## src/rtl/ifetch_queue_if.sv

```systemverilog
// ifetch_queue_if: memory read bus, instruction valid/ready handshake and redirect port of ifetch_queue; fetch_fault exists only under IFETCH_ALIGN_CHECK_EN
interface ifetch_queue_if;
  logic [15:0] mem_address;
  logic        mem_read;
  logic [15:0] mem_rdata;
  logic        mem_resp;
  logic [15:0] inst_data;
  logic [15:0] inst_pc;
  logic        inst_valid;
  logic        inst_ready;
  logic        redirect;
  logic [15:0] redirect_pc;
`ifdef IFETCH_ALIGN_CHECK_EN
  logic        fetch_fault;
`endif
  modport master (
    output mem_address, mem_read, inst_data, inst_pc, inst_valid,
`ifdef IFETCH_ALIGN_CHECK_EN
    output fetch_fault,
`endif
    input  mem_rdata, mem_resp, inst_ready, redirect, redirect_pc
  );
  modport slave (
    input  mem_address, mem_read, inst_data, inst_pc, inst_valid,
`ifdef IFETCH_ALIGN_CHECK_EN
    input  fetch_fault,
`endif
    output mem_rdata, mem_resp, inst_ready, redirect, redirect_pc
  );
endinterface

```

## src/rtl/ifetch_queue.sv

```systemverilog
// ifetch_queue: LC-3b fetch stage owning the PC, prefetch FIFO and redirect/drop handling; IFETCH_ALIGN_CHECK_EN adds fetch_fault for odd redirect targets
module ifetch_queue #(
  parameter int          QDEPTH   = 2,
  parameter logic [15:0] RESET_PC = 16'h0000
) (
  input  logic           clk,
  input  logic           rst_n,
  ifetch_queue_if.master io
);
  localparam int AW = $clog2(QDEPTH);
  localparam logic [AW:0] FULL = (AW+1)'(QDEPTH);
  typedef enum logic [1:0] {IDLE, REQ, DROP} state_t;
  state_t      st, st_d;
  logic [15:0] pc, pc_d, daddr, daddr_d, tgt;
  logic [15:0] qdata [QDEPTH];
  logic [15:0] qpc [QDEPTH];
  logic [AW-1:0] rp, wp;
  logic [AW:0] cnt, cnt_push;
  logic        push, pop, flush, odd, flt, flt_d;
  assign tgt   = io.redirect_pc & 16'hFFFE;
  assign flt_d = io.redirect ? odd : flt;
  assign pop   = io.inst_valid & io.inst_ready;
`ifdef IFETCH_ALIGN_CHECK_EN
  assign odd = io.redirect_pc[0];
  assign io.fetch_fault = flt;
  // Fault tracks the parity of the most recent redirect target
  always_ff @(posedge clk or negedge rst_n)
    if (!rst_n) flt <= 1'b0;
    else flt <= flt_d;
`else
  assign odd = 1'b0;
  assign flt = 1'b0;
`endif
  // Next state: redirect wins over push/pop; an outstanding read is always completed (DROP) before the new PC is fetched
  always_comb begin
    st_d     = st;
    pc_d     = io.redirect ? tgt : pc;
    daddr_d  = daddr;
    push     = 1'b0;
    flush    = io.redirect;
    cnt_push = cnt + (AW+1)'(1) - (AW+1)'(pop);
    case (st)
      IDLE: st_d = io.redirect ? (flt_d ? IDLE : REQ) : (!flt && cnt < FULL) ? REQ : IDLE;
      REQ: begin
        if (io.redirect) begin
          st_d    = io.mem_resp ? (flt_d ? IDLE : REQ) : DROP;
          daddr_d = pc;
        end else if (io.mem_resp) begin
          push = 1'b1;
          pc_d = pc + 16'd2;
          st_d = cnt_push < FULL ? REQ : IDLE;
        end
      end
      DROP: st_d = io.mem_resp ? (flt_d ? IDLE : REQ) : DROP;
      default: st_d = IDLE;
    endcase
  end
  // Control registers: state, PC and the address held while a stale read drains
  always_ff @(posedge clk or negedge rst_n)
    if (!rst_n) begin
      st    <= IDLE;
      pc    <= RESET_PC;
      daddr <= RESET_PC;
    end else begin
      st    <= st_d;
      pc    <= pc_d;
      daddr <= daddr_d;
    end
  // Circular buffer; popped and flushed entries are zeroed so an empty queue reads 0
  always_ff @(posedge clk or negedge rst_n)
    if (!rst_n) begin
      rp  <= '0;
      wp  <= '0;
      cnt <= '0;
      for (int i = 0; i < QDEPTH; i++) begin
        qdata[i] <= '0;
        qpc[i]   <= '0;
      end
    end else if (flush) begin
      rp  <= '0;
      wp  <= '0;
      cnt <= '0;
      for (int i = 0; i < QDEPTH; i++) begin
        qdata[i] <= '0;
        qpc[i]   <= '0;
      end
    end else begin
      if (pop) begin
        qdata[rp] <= '0;
        qpc[rp]   <= '0;
        rp        <= rp + AW'(1);
      end
      if (push) begin
        qdata[wp] <= io.mem_rdata;
        qpc[wp]   <= pc;
        wp        <= wp + AW'(1);
      end
      cnt <= cnt + (AW+1)'(push) - (AW+1)'(pop);
    end
  assign io.mem_read    = st != IDLE;
  assign io.mem_address = st == DROP ? daddr : pc;
  assign io.inst_valid  = cnt != '0;
  assign io.inst_data   = qdata[rp];
  assign io.inst_pc     = qpc[rp];
endmodule

```

## src/flat_wrapper.sv

```systemverilog
// flat-port wrapper written by rule: the top's interface ports become plain ports
module ifetch_queue_flat 
#(
  parameter int          QDEPTH   = 2,
  parameter logic [15:0] RESET_PC = 16'h0000
)
  (clk, rst_n, io_mem_address, io_mem_read, io_inst_data, io_inst_pc, io_inst_valid, io_mem_rdata, io_mem_resp, io_inst_ready, io_redirect, io_redirect_pc);
  ifetch_queue_if io_i ();
  input  logic clk;
  input  logic rst_n;
  output wire logic [$bits(io_i.mem_address)-1:0] io_mem_address;
  output wire logic [$bits(io_i.mem_read)-1:0] io_mem_read;
  output wire logic [$bits(io_i.inst_data)-1:0] io_inst_data;
  output wire logic [$bits(io_i.inst_pc)-1:0] io_inst_pc;
  output wire logic [$bits(io_i.inst_valid)-1:0] io_inst_valid;
  input wire logic [$bits(io_i.mem_rdata)-1:0] io_mem_rdata;
  input wire logic [$bits(io_i.mem_resp)-1:0] io_mem_resp;
  input wire logic [$bits(io_i.inst_ready)-1:0] io_inst_ready;
  input wire logic [$bits(io_i.redirect)-1:0] io_redirect;
  input wire logic [$bits(io_i.redirect_pc)-1:0] io_redirect_pc;
  assign io_mem_address = io_i.mem_address;
  assign io_mem_read = io_i.mem_read;
  assign io_inst_data = io_i.inst_data;
  assign io_inst_pc = io_i.inst_pc;
  assign io_inst_valid = io_i.inst_valid;
  assign io_i.mem_rdata = io_mem_rdata;
  assign io_i.mem_resp = io_mem_resp;
  assign io_i.inst_ready = io_inst_ready;
  assign io_i.redirect = io_redirect;
  assign io_i.redirect_pc = io_redirect_pc;
  ifetch_queue #(.QDEPTH(QDEPTH), .RESET_PC(RESET_PC)) u_core (.clk(clk), .rst_n(rst_n), .io(io_i));
endmodule
```

## config.mk

```make
export PLATFORM = sky130hd
export DESIGN_NAME = ifetch_queue_flat
export DESIGN_NICKNAME = d
export VERILOG_FILES = /design/src/rtl/ifetch_queue_if.sv /design/src/rtl/ifetch_queue.sv /design/src/flat_wrapper.sv
export SDC_FILE = /design/constraint.sdc
export NUM_CORES = 1
export LEC_CHECK = 0
export CAP_MARGIN = 10
export CORE_AREA = 2 2 100 102
export CTS_CLUSTER_SIZE = 16
export DETAILED_ROUTE_END_ITERATION = 8
export DIE_AREA = 0 0 102 104
export PLACE_DENSITY_LB_ADDON = 0.1
export SYNTH_ARGS = -nofsm -noshare
export SYNTH_HDL_FRONTEND = slang
export SYNTH_SLANG_ARGS = --single-unit
export TNS_END_PERCENT = 20
```

## constraint.sdc

```tcl
create_clock -name clk -period 2.45 [get_ports clk]
set_clock_uncertainty 0.2 [all_clocks]
set_input_delay 0.49 -clock clk [delete_from_list [all_inputs] [get_ports clk]]
set_output_delay 0.49 -clock clk [all_outputs]
set_load 0.01 [all_outputs]
```

==> results of run 1 <==
## flip-flops by register name (all words and copies together), names as in the netlist
name and count:
u_core.cnt 2, u_core.daddr 16, u_core.pc 16, u_core.qdata 32
u_core.qpc 32, u_core.rp 1, u_core.st 2, u_core.wp 1
## final cells by class
type                            instances  area share [%]
Sequential cell                       102           41.08
Multi-Input combinational cell        299           35.42
Timing Repair Buffer                  111           16.65
Inverter                               12          0.7652
Tap cell                              133           2.678
Clock buffer                           14           2.779
Clock inverter                          2          0.6242
## power by group through the flow
stage,Combinational (mW),Sequential [mW],Clock [mW]
floorplan,1.10,2.09,0
detailed placement,1.65,2.14,0
global placement,1.63,2.13,0
CTS,1.61,2.11,1.15
global route,1.75,2.15,1.21
finish,1.60,2.12,1.12
## cell families after synthesis
family          synth area share [%]
simple gates                   12.74
flops                          51.26
compound gates                 13.29
mux                            13.54
buf+inv                        5.176
xor+xnor                       2.990
fa+ha+maj                      1.005
## cells in the final DEF, fill, tap and decap left out, types with 2 or more instances in the layout
| cell | count |
|---|---|
| sky130_fd_sc_hd__clkdlybuf4s50_1 | 34 |
| sky130_fd_sc_hd__nor3_1 | 5 |
| sky130_fd_sc_hd__ha_1 | 4 |
| sky130_fd_sc_hd__xor2_1 | 5 |
| sky130_fd_sc_hd__dlygate4sd2_1 | 37 |
| sky130_fd_sc_hd__o21ai_0 | 14 |
| sky130_fd_sc_hd__nor4_2 | 4 |
| sky130_fd_sc_hd__inv_1 | 10 |
| sky130_fd_sc_hd__nand3_1 | 4 |
| sky130_fd_sc_hd__clkbuf_8 | 12 |
| sky130_fd_sc_hd__nand4_1 | 3 |
| sky130_fd_sc_hd__buf_2 | 5 |
| sky130_fd_sc_hd__o21ai_1 | 5 |
| sky130_fd_sc_hd__clkbuf_1 | 2 |
| sky130_fd_sc_hd__a21oi_1 | 3 |
| sky130_fd_sc_hd__nand2_1 | 26 |
| sky130_fd_sc_hd__buf_6 | 6 |
| sky130_fd_sc_hd__nor3_4 | 2 |
| sky130_fd_sc_hd__nor2_1 | 69 |
| sky130_fd_sc_hd__a22oi_1 | 63 |
| sky130_fd_sc_hd__mux2_4 | 3 |
| sky130_fd_sc_hd__xnor2_1 | 12 |
| sky130_fd_sc_hd__clkdlybuf4s15_1 | 4 |
| sky130_fd_sc_hd__a22oi_4 | 2 |
| sky130_fd_sc_hd__buf_4 | 19 |
| sky130_fd_sc_hd__nor2b_1 | 2 |
| sky130_fd_sc_hd__mux2_2 | 56 |
| sky130_fd_sc_hd__buf_12 | 4 |
| sky130_fd_sc_hd__dfrtp_1 | 102 |
## worst max-delay path, cell delays in order, from the launching register on
cell                      delay (ns)
sky130_fd_sc_hd__dfrtp_1        0.42
sky130_fd_sc_hd__nor2b_4        0.16
sky130_fd_sc_hd__buf_6          0.12
sky130_fd_sc_hd__buf_6          0.11
sky130_fd_sc_hd__buf_4          0.11
sky130_fd_sc_hd__mux2_4         0.30
sky130_fd_sc_hd__buf_6          0.12
## stage by stage
| stage | setup slack [ns] | instances | util [%] | TNS [ns] |
|---|---|---|---|---|
| floorplan | 0.4921 | 451 | - | 0 |
| finish | 0.05065 | 673 | 65.07 | 0 |
| CTS | 0.001140 | 673 | 65.05 | 0 |
| global placement | -0.1298 | 652 | 62.85 | -7.339 |
| detailed placement | -0.1603 | 652 | 62.85 | -7.735 |
| global route | -0.03467 | 673 | 65.07 | -0.06676 |
## worst paths after layout
check                                 start                end  slack (ns)  cells past startpoint
setup / recovery               u_core.st[0]  io_mem_address[4]        0.05                      6
hold / removal             u_core.daddr[10]   u_core.daddr[10]        0.29                      2
setup reg to reg              u_core.cnt[1]   u_core.qdata[22]        0.19                      6
hold reg to reg            u_core.daddr[10]   u_core.daddr[10]        0.29                      2
max in group asynchronous             rst_n       u_core.pc[2]        0.91                      3
min in group asynchronous             rst_n   u_core.daddr[10]        0.46                      2
## metal layers
layer,global-route usage (%),vias to the layer above
li1,-,1757
met1,33.82,1879
met2,34.73,101
met3,3.965,18
met4,7.238,0
met5,0,-
## what timing repair did
item	CTS	global route
pin swaps	0	0
hold buffers	1	0
gates cloned	1	0
gates resized for setup	80	8
hold endpoints to repair	41	0
setup buffers	3	0
setup endpoints to repair	48	8
==> impl_results.md, run 1 <==
- Global-route wire length before repair: 19060 microns
- Post-route ant nets: 0
- Number of nets in the synthesized netlist: 492
- Starting Density: 52.15%
- Maximum clock frequency: 0.4168 GHz
- Clock power frac: 23.2%
- Core box area: 9549 sq um
- Top cells by area in the synthesized netlist: sky130_fd_sc_hd__dfrtp_1 51%, sky130_fd_sc_hd__mux2_2 13%, sky130_fd_sc_hd__a22oi_1 9.5%
- Worst Hold Slack: 0.2861 ns
- Number of global-route vias before repair: 3748
- Diodes inserted: 0
- Share of total power consumed by net switching: 32.42%
- Psw: 1.567 mW
- Met2 Routed Length: 5368 microns
- Cell Pwr Density: 778.1 nW/um^2
- Int Power: 3.267 mW
- Leakage: 2.898 nW
- Sequential cell area: 2552 sq um
- CP Capture Type: output pin
- Ratio of cells with drive above 1 in the final layout: 23.33%
- Area of the multi-input gates: 2201 sq um
- Relative contribution of sequential cells to total power: 43.8%
- Skew-Pair Late Insertion Delay: 0.37 ns
- DIE AREA: 10610 sq um
- Most numerous cell in the Yosys netlist: sky130_fd_sc_hd__dfrtp_1
- Area added between synthesis and finish: 24.77%
- Largest net degree at the start of global routing: 101
- Data required time at the worst endpoint: 1.76 ns
- Share of the synthesized area in the top cell type: 51.26%
- Number of synthesized flops with an enable pin: 0
- Top routing layer in use: met4
- Final hold vios: 0
- Transition time at the pin with the least slew margin: 0.9826 ns
- Final routed wire length divided by cell count: 17.14 microns
- Tcrit/Tclk final: 97.93%
- Synthesized area: 4980 sq um
- Total wire length: 11530 microns
- Clk pin slew, worst setup/hold paths: 0.10 ns
- CP Launch Type: flip-flop
- Design Area, Final: 6213 sq um
- Number of H-tree branching levels: 3
- Worst Path Arrival: 1.71 ns
- Cell taking the most area after synthesis: sky130_fd_sc_hd__dfrtp_1
- Post-Synthesis Mean Instance Area: 11.04 sq um
- Ranking of synthesized cells by instance count: 102 x sky130_fd_sc_hd__dfrtp_1, 69 x sky130_fd_sc_hd__nor2_1, 63 x sky130_fd_sc_hd__a22oi_1
- Width of the die: 102 microns
- Fin nets: 576
- Largest buffer count on any clock path: 2
- Part of the power in combinational logic: 33.0%
- Number of rows created at floorplan: 36
- Io pins: 87
- Status: finished, final reports clean
- Number of warnings printed during yosys synthesis: 0
- Filler Cells Inserted: 821
- Final critical path time including I/O delays and setup: 2.399 ns
- Worst-case headroom to the max-slew limit: 34.50%
- Maximum fanout along the worst path: 5
- Main synth FF type: sky130_fd_sc_hd__dfrtp_1
- Post-synthesis async set-or-reset flop share: 100.0%
- Post-DP HPWL: 7421 microns
- Design Power: 4.835 mW
- Post-DR vias/cell: 5.579
- Placed standard-cell area: 6002 sq um
- Antenna violations before repair: 0
- Worst hold path class: flip-flop to flip-flop
- Worst voltage drop across the vdd grid: 310.1 uV
- Fin. max-slew vios: 0
- DRT Pass-1 Iters: 5
- Crit path kind: flip-flop to output pin
- Clock tree from TritonCTS: yes
- Finish-stage setup viols: 0
- Post-detailed-route DRC marker count: 0
- Cts bufs inserted: 9
- Sinks on Clock Net: 102
- Routability congestion estimate: 0.7759
- Total congestion overflow after global routing: 0
- Routed length on met3: 507 microns
- Total of buffers placed on input and output ports: 85
- M1 wire length: 5469 microns
- Initial detailed-routing violation count: 199
- Vertical die dimension: 104 microns
- RSZ-0062 raised after global routing: true
- Root Driver: sky130_fd_sc_hd__clkbuf_8
- Number of unique standard cell types used by synthesis: 41
- Instance count of the mapped netlist: 451
- Maximum Capacitance Violations: 0
- Via total after detailed routing: 3755
- Fraction of the yosys area taken by sequential cells: 51.26%
- Synthesized flop and latch total: 102
- Overall Global Routing Usage: 22.99%
No activity file was read; power rests on OpenSTA's default activity.
==> run 2: changes to the inputs <==
Settings changed: CORE_AREA 2 2 100 102 to 2 2 112 92, DIE_AREA 0 0 102 104 to 0 0 114 94, HOLD_SLACK_MARGIN from default to 0.05.
==> run 2 against run 1 <==
Effect of this change: global-route usage decreased by 0.060 points; non-clock buffer count is 4 higher; sequential share of layout area fell by 0.93 points; combinational power grew 5%; largest power group unchanged.
==> impl_results.md, run 2 (same netlist as run 1, synthesis figures left out) <==
- Number of H-tree branching levels: 3 (unchanged)
- Total of buffers placed on input and output ports: 85 (unchanged)
- Worst-case headroom to the max-slew limit: 33.96% (was 34.50%)
- Width of the die: 114 microns (was 102 microns)
- DIE AREA: 10720 sq um (was 10610 sq um)
- Leading cell type in the layout, fill and taps excluded: sky130_fd_sc_hd__dfrtp_1 (unchanged)
- Total wire length: 11970 microns (was 11530 microns)
- Largest registers: u_core.qdata x32, u_core.qpc x32 (unchanged)
- Final routed wire length divided by cell count: 18.05 microns (was 17.14 microns)
- Area added between synthesis and finish: 27.71% (was 24.77%)
- Design Power: 5.210 mW (was 4.835 mW)
- Routability congestion estimate: 0.7640 (was 0.7759)
- Int Power: 3.559 mW (was 3.267 mW)
- Psw: 1.651 mW (was 1.567 mW)
- Transition time at the pin with the least slew margin: 0.9906 ns (was 0.9826 ns)
- Root Driver: sky130_fd_sc_hd__clkbuf_16 (was sky130_fd_sc_hd__clkbuf_8)
- Design Area, Final: 6360 sq um (was 6213 sq um)
- Vertical die dimension: 94 microns (was 104 microns)
- Critical path's largest stage delay: 0.48 ns (was 0.42 ns)
- Maximum fanout along the worst path: 16 (was 5)
- Largest net degree at the start of global routing: 101 (unchanged)
- Crit path kind: flip-flop to output pin (unchanged)
- Ratio of cells with drive above 1 in the final layout: 23.71% (was 23.33%)
- Sequential cell area: 2554 sq um (was 2552 sq um)
- Part of the power in combinational logic: 32.3% (was 33.0%)
- Fin nets: 580 (was 576)
- Finish-stage setup viols: 0 (unchanged)
- Clock tree from TritonCTS: yes (unchanged)
- Post-detailed-route DRC marker count: 0 (unchanged)
- Maximum Capacitance Violations: 0 (unchanged)
- Largest buffer count on any clock path: 2 (unchanged)
- Status: finished, final reports clean (unchanged)
- Tcrit/Tclk final: 98.73% (was 97.93%)
- Cts bufs inserted: 9 (unchanged)
- Filler Cells Inserted: 784 (was 821)
- Io pins: 87 (unchanged)
- Initial detailed-routing violation count: 172 (was 199)
- Cell Pwr Density: 819.2 nW/um^2 (was 778.1 nW/um^2)
- Starting Density: 52.26% (was 52.15%)
- Final critical path time including I/O delays and setup: 2.419 ns (was 2.399 ns)
- Diodes inserted: 0 (unchanged)
- Total congestion overflow after global routing: 0 (unchanged)
- Placed standard-cell area: 5992 sq um (was 6002 sq um)
- Antenna violations before repair: 0 (unchanged)
- Skew-Pair Late Insertion Delay: 0.34 ns (was 0.37 ns)
- Maximum clock frequency: 0.4134 GHz (was 0.4168 GHz)
- Share of total power consumed by net switching: 31.69% (was 32.42%)
- Clk pin slew, worst setup/hold paths: 0.07 ns (was 0.10 ns)
- Relative contribution of sequential cells to total power: 40.6% (was 43.8%)
- Post-DP HPWL: 7716 microns (was 7421 microns)
- Via total after detailed routing: 3728 (was 3755)
- Critical Path, Cell by Cell: buf_12, mux2_2, clkdlybuf4s50_1 (was nor2b_4, buf_6, buf_6, buf_4, mux2_4, buf_6)
- CP Capture Type: output pin (unchanged)
- Core box area: 9529 sq um (was 9549 sq um)
- Category of cells accounting for the largest share of critical-path delay: buffers and inverters (unchanged)
- DRT Pass-1 Iters: 4 (was 5)
- Data required time at the worst endpoint: 1.76 ns (about the same)
- Commonest non-fill, non-tap cells in the layout: 101 x sky130_fd_sc_hd__dfrtp_1, 69 x sky130_fd_sc_hd__nor2_1, 63 x sky130_fd_sc_hd__a22oi_1 (was 102 x sky130_fd_sc_hd__dfrtp_1, 69 x sky130_fd_sc_hd__nor2_1, 63 x sky130_fd_sc_hd__a22oi_1)
- Count of buffer and inverter cells on the critical path: 2 (was 4)
- Final hold vios: 0 (unchanged)
- Sinks on Clock Net: 102 (unchanged)
- Post-Layout Cell Count: 663 (was 673)
- Global-route wire length before repair: 19030 microns (was 19060 microns)
- Slowest cell on crit path: sky130_fd_sc_hd__clkdlybuf4s50_1 (was sky130_fd_sc_hd__dfrtp_1)
- Number of global-route vias before repair: 3613 (was 3748)
- RSZ-0062 raised after global routing: true (unchanged)
- Worst voltage drop across the vdd grid: 381.4 uV (was 310.1 uV)
- Worst hold path class: flip-flop to flip-flop (unchanged)
- Leakage: 2.948 nW (was 2.898 nW)
- Number of rows created at floorplan: 32 (was 36)
- Area of the multi-input gates: 2190 sq um (was 2201 sq um)
- Placed Cells incl. Taps: 639 (was 652)
- Post-route ant nets: 0 (unchanged)
- CP Launch Type: flip-flop (unchanged)
- Fin. max-slew vios: 0 (unchanged)
- Clock power frac: 27.1% (was 23.2%)
- Final core utilization: 66.74% (was 65.07%)
- Overall Global Routing Usage: 22.93% (was 22.99%)
- Worst Hold Slack: 0.2897 ns (was 0.2861 ns)
- Post-DR vias/cell: 5.623 (was 5.579)
- Worst Path Arrival: 1.73 ns (was 1.71 ns)
run 2: cell count changes in the layout (fill, tap and decap cells not counted), sizes merged:
| cell | before | now |
|---|---|---|
| dlygate4sd2 | 37 | 20 |
| clkdlybuf4s50 | 34 | 46 |
| dlymetal6s2s | 0 | 5 |
| buf | 34 | 30 |
| clkbuf | 15 | 18 |
| clkdlybuf4s15 | 4 | 6 |
| clkinvlp | 0 | 2 |
| inv | 12 | 13 |
run 2: routing by layer:
| layer | share of wire [%] | routed length [microns] | GRT usage, % | vias to the layer above |
|---|---|---|---|---|
| met2 | 45 | 5379 | 34.72 | 81 |
| met3 | 3.6 | 433 | 4.452 | 6 |
| met1 | 51 | 6085 | 34.48 | 1863 |
| met5 | 0 | 0 | 0 | - |
| met4 | 0.56 | 67 | 4.675 | 0 |
| li1 | - | - | - | 1778 |
run 2: power groups by stage:
stage               logic (mW)  clock network [mW]  registers, mW
detailed placement        1.68                   0           2.14
CTS                       1.65                1.44           2.11
finish                    1.68                1.41           2.11
global route              1.81                1.52           2.15
floorplan                 1.10                   0           2.09
global placement          1.65                   0           2.12
run 2: path summary, 6_finish.rpt:
path | slack [ns] | to | cells past startpoint | startpoint
worst max register to register | 0.17 | u_core.qpc[18] | 6 | u_core.st[1]
worst min register to register | 0.29 | u_core.daddr[3] | 2 | u_core.daddr[3]
max in group asynchronous | 0.89 | u_core.pc[2] | 3 | rst_n
min in group asynchronous | 0.45 | u_core.daddr[6] | 2 | rst_n
worst min-delay path | 0.29 | u_core.daddr[3] | 2 | u_core.daddr[3]
worst max-delay path | 0.03 | io_inst_data[10] | 3 | u_core.rp
run 2: cell type report:
cell class,count,share of cell area (%)
clock buffers,11,3.659
clock inverters,5,0.9247
inverters,12,0.7476
multi-input cells,299,34.43
flip-flops and latches,102,40.15
well taps,119,2.341
repair buffers,115,17.75
run 2: timing repair:
item                                   CTS  global route
setup endpoints to repair               48            27
cloned                                   1             1
hold buffers                             1             0
endpoints found under the hold margin   36             0
gates resized for setup                 38            26
setup buffers                            0             5
run 2: worst reg2reg max path, delay by kind of cell (launching register included):
kind	cells	cell delay, ns
AOI/OAI and AO/OA	2	0.96
buffers and inverters	2	0.24
and+or+nand+nor	2	0.45
DFF	1	0.35
run 2: metrics by stage:
stage	TNS [ns]	setup WS, ns
finish	0	0.03115
global route	-0.01856	-0.007591
CTS	-1.244	-0.08992
detailed placement	-8.218	-0.1736
global placement	-7.580	-0.1323
floorplan	0	0.4921
==> run 3: changes to the inputs <==
Settings changed: CORE_AREA 2 2 112 92 to 2 2 110 91, CTS_BUF_LIST from default to sky130_fd_sc_hd__clkbuf_4 sky130_fd_sc_hd__clkbuf_8, DIE_AREA 0 0 114 94 to 0 0 112 93.
==> run 3 against run 2 <==
Effect of this change: combinational power is 4% lower; critical path type unchanged; clock-buffer cell count is 1 lower; cell count is 0.60% lower; via count is 0.89% higher; register-to-register slack hardly changed.
==> impl_results.md, run 3 (same netlist as run 1, synthesis figures left out) <==
- Status: finished, final reports clean (unchanged)
- Leakage: 2.905 nW (was 2.948 nW)
- CP Capture Type: output pin (unchanged)
- Cell Pwr Density: 769.9 nW/um^2 (was 819.2 nW/um^2)
- Starting Density: 53.15% (was 52.26%)
- Number of global-route vias before repair: 3728 (was 3613)
- Transition time at the pin with the least slew margin: 0.9960 ns (was 0.9906 ns)
- Width of the die: 112 microns (was 114 microns)
- Fin nets: 576 (was 580)
- RSZ-0062 raised after global routing: true (unchanged)
- Worst hold path class: flip-flop to flip-flop (unchanged)
- Largest net degree at the start of global routing: 103 (was 101)
- Ratio of cells with drive above 1 in the final layout: 24.63% (was 23.71%)
- Number of rows created at floorplan: 32 (unchanged)
- Area added between synthesis and finish: 23.97% (was 27.71%)
- DIE AREA: 10420 sq um (was 10720 sq um)
- Sinks on Clock Net: 102 (unchanged)
- Largest buffer count on any clock path: 2 (unchanged)
- Data required time at the worst endpoint: 1.76 ns (about the same)
- Vertical die dimension: 93 microns (was 94 microns)
- Final routed wire length divided by cell count: 17.52 microns (was 18.05 microns)
- Diodes inserted: 0 (unchanged)
- Worst voltage drop across the vdd grid: 492.5 uV (was 381.4 uV)
- Finish-stage setup viols: 0 (unchanged)
- Root Driver: sky130_fd_sc_hd__clkbuf_8 (was sky130_fd_sc_hd__clkbuf_16)
- Post-route ant nets: 0 (unchanged)
- Worst-case headroom to the max-slew limit: 33.60% (was 33.96%)
- Final core utilization: 65.89% (was 66.74%)
- Placed standard-cell area: 6005 sq um (was 5992 sq um)
- Post-DP HPWL: 7526 microns (was 7716 microns)
- Post-detailed-route DRC marker count: 0 (unchanged)
- Largest registers: u_core.qdata x32, u_core.qpc x32 (unchanged)
- Overall Global Routing Usage: 23.33% (was 22.93%)
- Initial detailed-routing violation count: 231 (was 172)
- Maximum clock frequency: 0.4137 GHz (was 0.4134 GHz)
- Clock tree from TritonCTS: yes (unchanged)
- Maximum Capacitance Violations: 0 (unchanged)
- Skew-Pair Late Insertion Delay: 0.37 ns (was 0.34 ns)
- Commonest non-fill, non-tap cells in the layout: 100 x sky130_fd_sc_hd__dfrtp_1, 69 x sky130_fd_sc_hd__nor2_1, 63 x sky130_fd_sc_hd__a22oi_1 (was 101 x sky130_fd_sc_hd__dfrtp_1, 69 x sky130_fd_sc_hd__nor2_1, 63 x sky130_fd_sc_hd__a22oi_1)
- Total congestion overflow after global routing: 0 (unchanged)
- Final hold vios: 0 (unchanged)
- Sequential cell area: 2555 sq um (was 2554 sq um)
- DRT Pass-1 Iters: 5 (was 4)
- Io pins: 87 (unchanged)
- Worst Path Arrival: 1.73 ns (about the same)
- Core box area: 9369 sq um (was 9529 sq um)
- Design Power: 4.753 mW (was 5.210 mW)
- Post-DR vias/cell: 5.707 (was 5.623)
- Number of H-tree branching levels: 3 (unchanged)
- Filler Cells Inserted: 792 (was 784)
- Maximum fanout along the worst path: 6 (was 16)
- Crit path kind: flip-flop to output pin (unchanged)
- Total of buffers placed on input and output ports: 85 (unchanged)
- Clk pin slew, worst setup/hold paths: 0.10 ns (was 0.07 ns)
- Antenna violations before repair: 0 (unchanged)
- Design Area, Final: 6173 sq um (was 6360 sq um)
- Cts bufs inserted: 9 (unchanged)
- CP Launch Type: flip-flop (unchanged)
- Leading cell type in the layout, fill and taps excluded: sky130_fd_sc_hd__dfrtp_1 (unchanged)
- Via total after detailed routing: 3761 (was 3728)
- Total wire length: 11550 microns (was 11970 microns)
- Area of the multi-input gates: 2193 sq um (was 2190 sq um)
- Final critical path time including I/O delays and setup: 2.417 ns (was 2.419 ns)
- Fin. max-slew vios: 0 (unchanged)
- Routability congestion estimate: 0.8034 (was 0.7640)
- Global-route wire length before repair: 19130 microns (was 19030 microns)
- Tcrit/Tclk final: 98.66% (was 98.73%)
-- run 3: changes by cell type in the layout (fill, tap and decap cells not counted), sizes merged --
cell           previous run  this run
clkinvlp                  2         3
dlymetal6s2s              5         4
bufinv                    1         0
clkbuf                   18        11
clkdlybuf4s15             6         1
dlygate4sd2              20        34
inv                      13        15
buf                      30        36
clkdlybuf4s50            46        34
clkinv                    1         0
-- run 3: critical path: stages (launching register included) --
cell,delay [ns]
sky130_fd_sc_hd__dfrtp_1,0.42
sky130_fd_sc_hd__nor2b_4,0.14
sky130_fd_sc_hd__buf_6,0.12
sky130_fd_sc_hd__buf_6,0.13
sky130_fd_sc_hd__mux2_4,0.31
sky130_fd_sc_hd__clkdlybuf4s15_2,0.23
-- run 3: cell type report --
class	count	area share, %
inverters	12	0.7702
clock inverters	6	0.8715
multi-input cells	299	35.53
repair buffers	111	16.90
well taps	119	2.412
flip-flops and latches	102	41.39
clock buffers	10	2.128
-- run 3: worst paths after layout --
check	to	start	cells after the start	slack [ns]
max	io_mem_address[2]	u_core.st[0]	5	0.03
max in group asynchronous	u_core.qdata[31]	rst_n	3	1.14
min in group asynchronous	u_core.daddr[6]	rst_n	3	0.51
min	u_core.daddr[6]	u_core.daddr[6]	2	0.29
min reg2reg	u_core.daddr[6]	u_core.daddr[6]	2	0.29
max reg2reg	u_core.qpc[23]	u_core.cnt[1]	6	0.18
-- run 3: timing repair --
action                     CTS  global route
setup endpoints to repair   48            12
buffers inserted             2             0
gates resized for setup     82             9
pin swaps                    0             1
hold buffers                 1             0
hold endpoints to repair   102             0
gates cloned                 1             0
-- run 3: through the flow --
step	hold slack, ns	worst slack (ns)	TNS [ns]	cells
4_1_cts	0.2954	-0.006310	-0.007950	659
3_5_place_dp	0.2715	-0.1489	-6.809	639
2_1_floorplan	-0.005591	0.4921	0	451
3_3_place_gp	0.2611	-0.1170	-6.665	639
5_1_grt	0.3181	-0.04240	-0.04240	659
6_report	0.2934	0.03287	0	659
-- run 3: metal layers --
layer	global-route usage [%]	wire length, microns	vias up
met2	35.51	5239	103
li1	-	-	1749
met4	5.386	102	0
met5	0	0	-
met3	5.314	663	8
met1	34.50	5542	1901
-- run 3: where the power goes --
| part | switching, mW | leakage (nW) | internal (mW) |
|---|---|---|---|
| combinational | 0.828 | 1.46 | 0.789 |
| clock | 0.612 | 0.0864 | 0.398 |
| sequential | 0.189 | 1.35 | 1.94 |
| total | 1.63 | 2.91 | 3.12 |
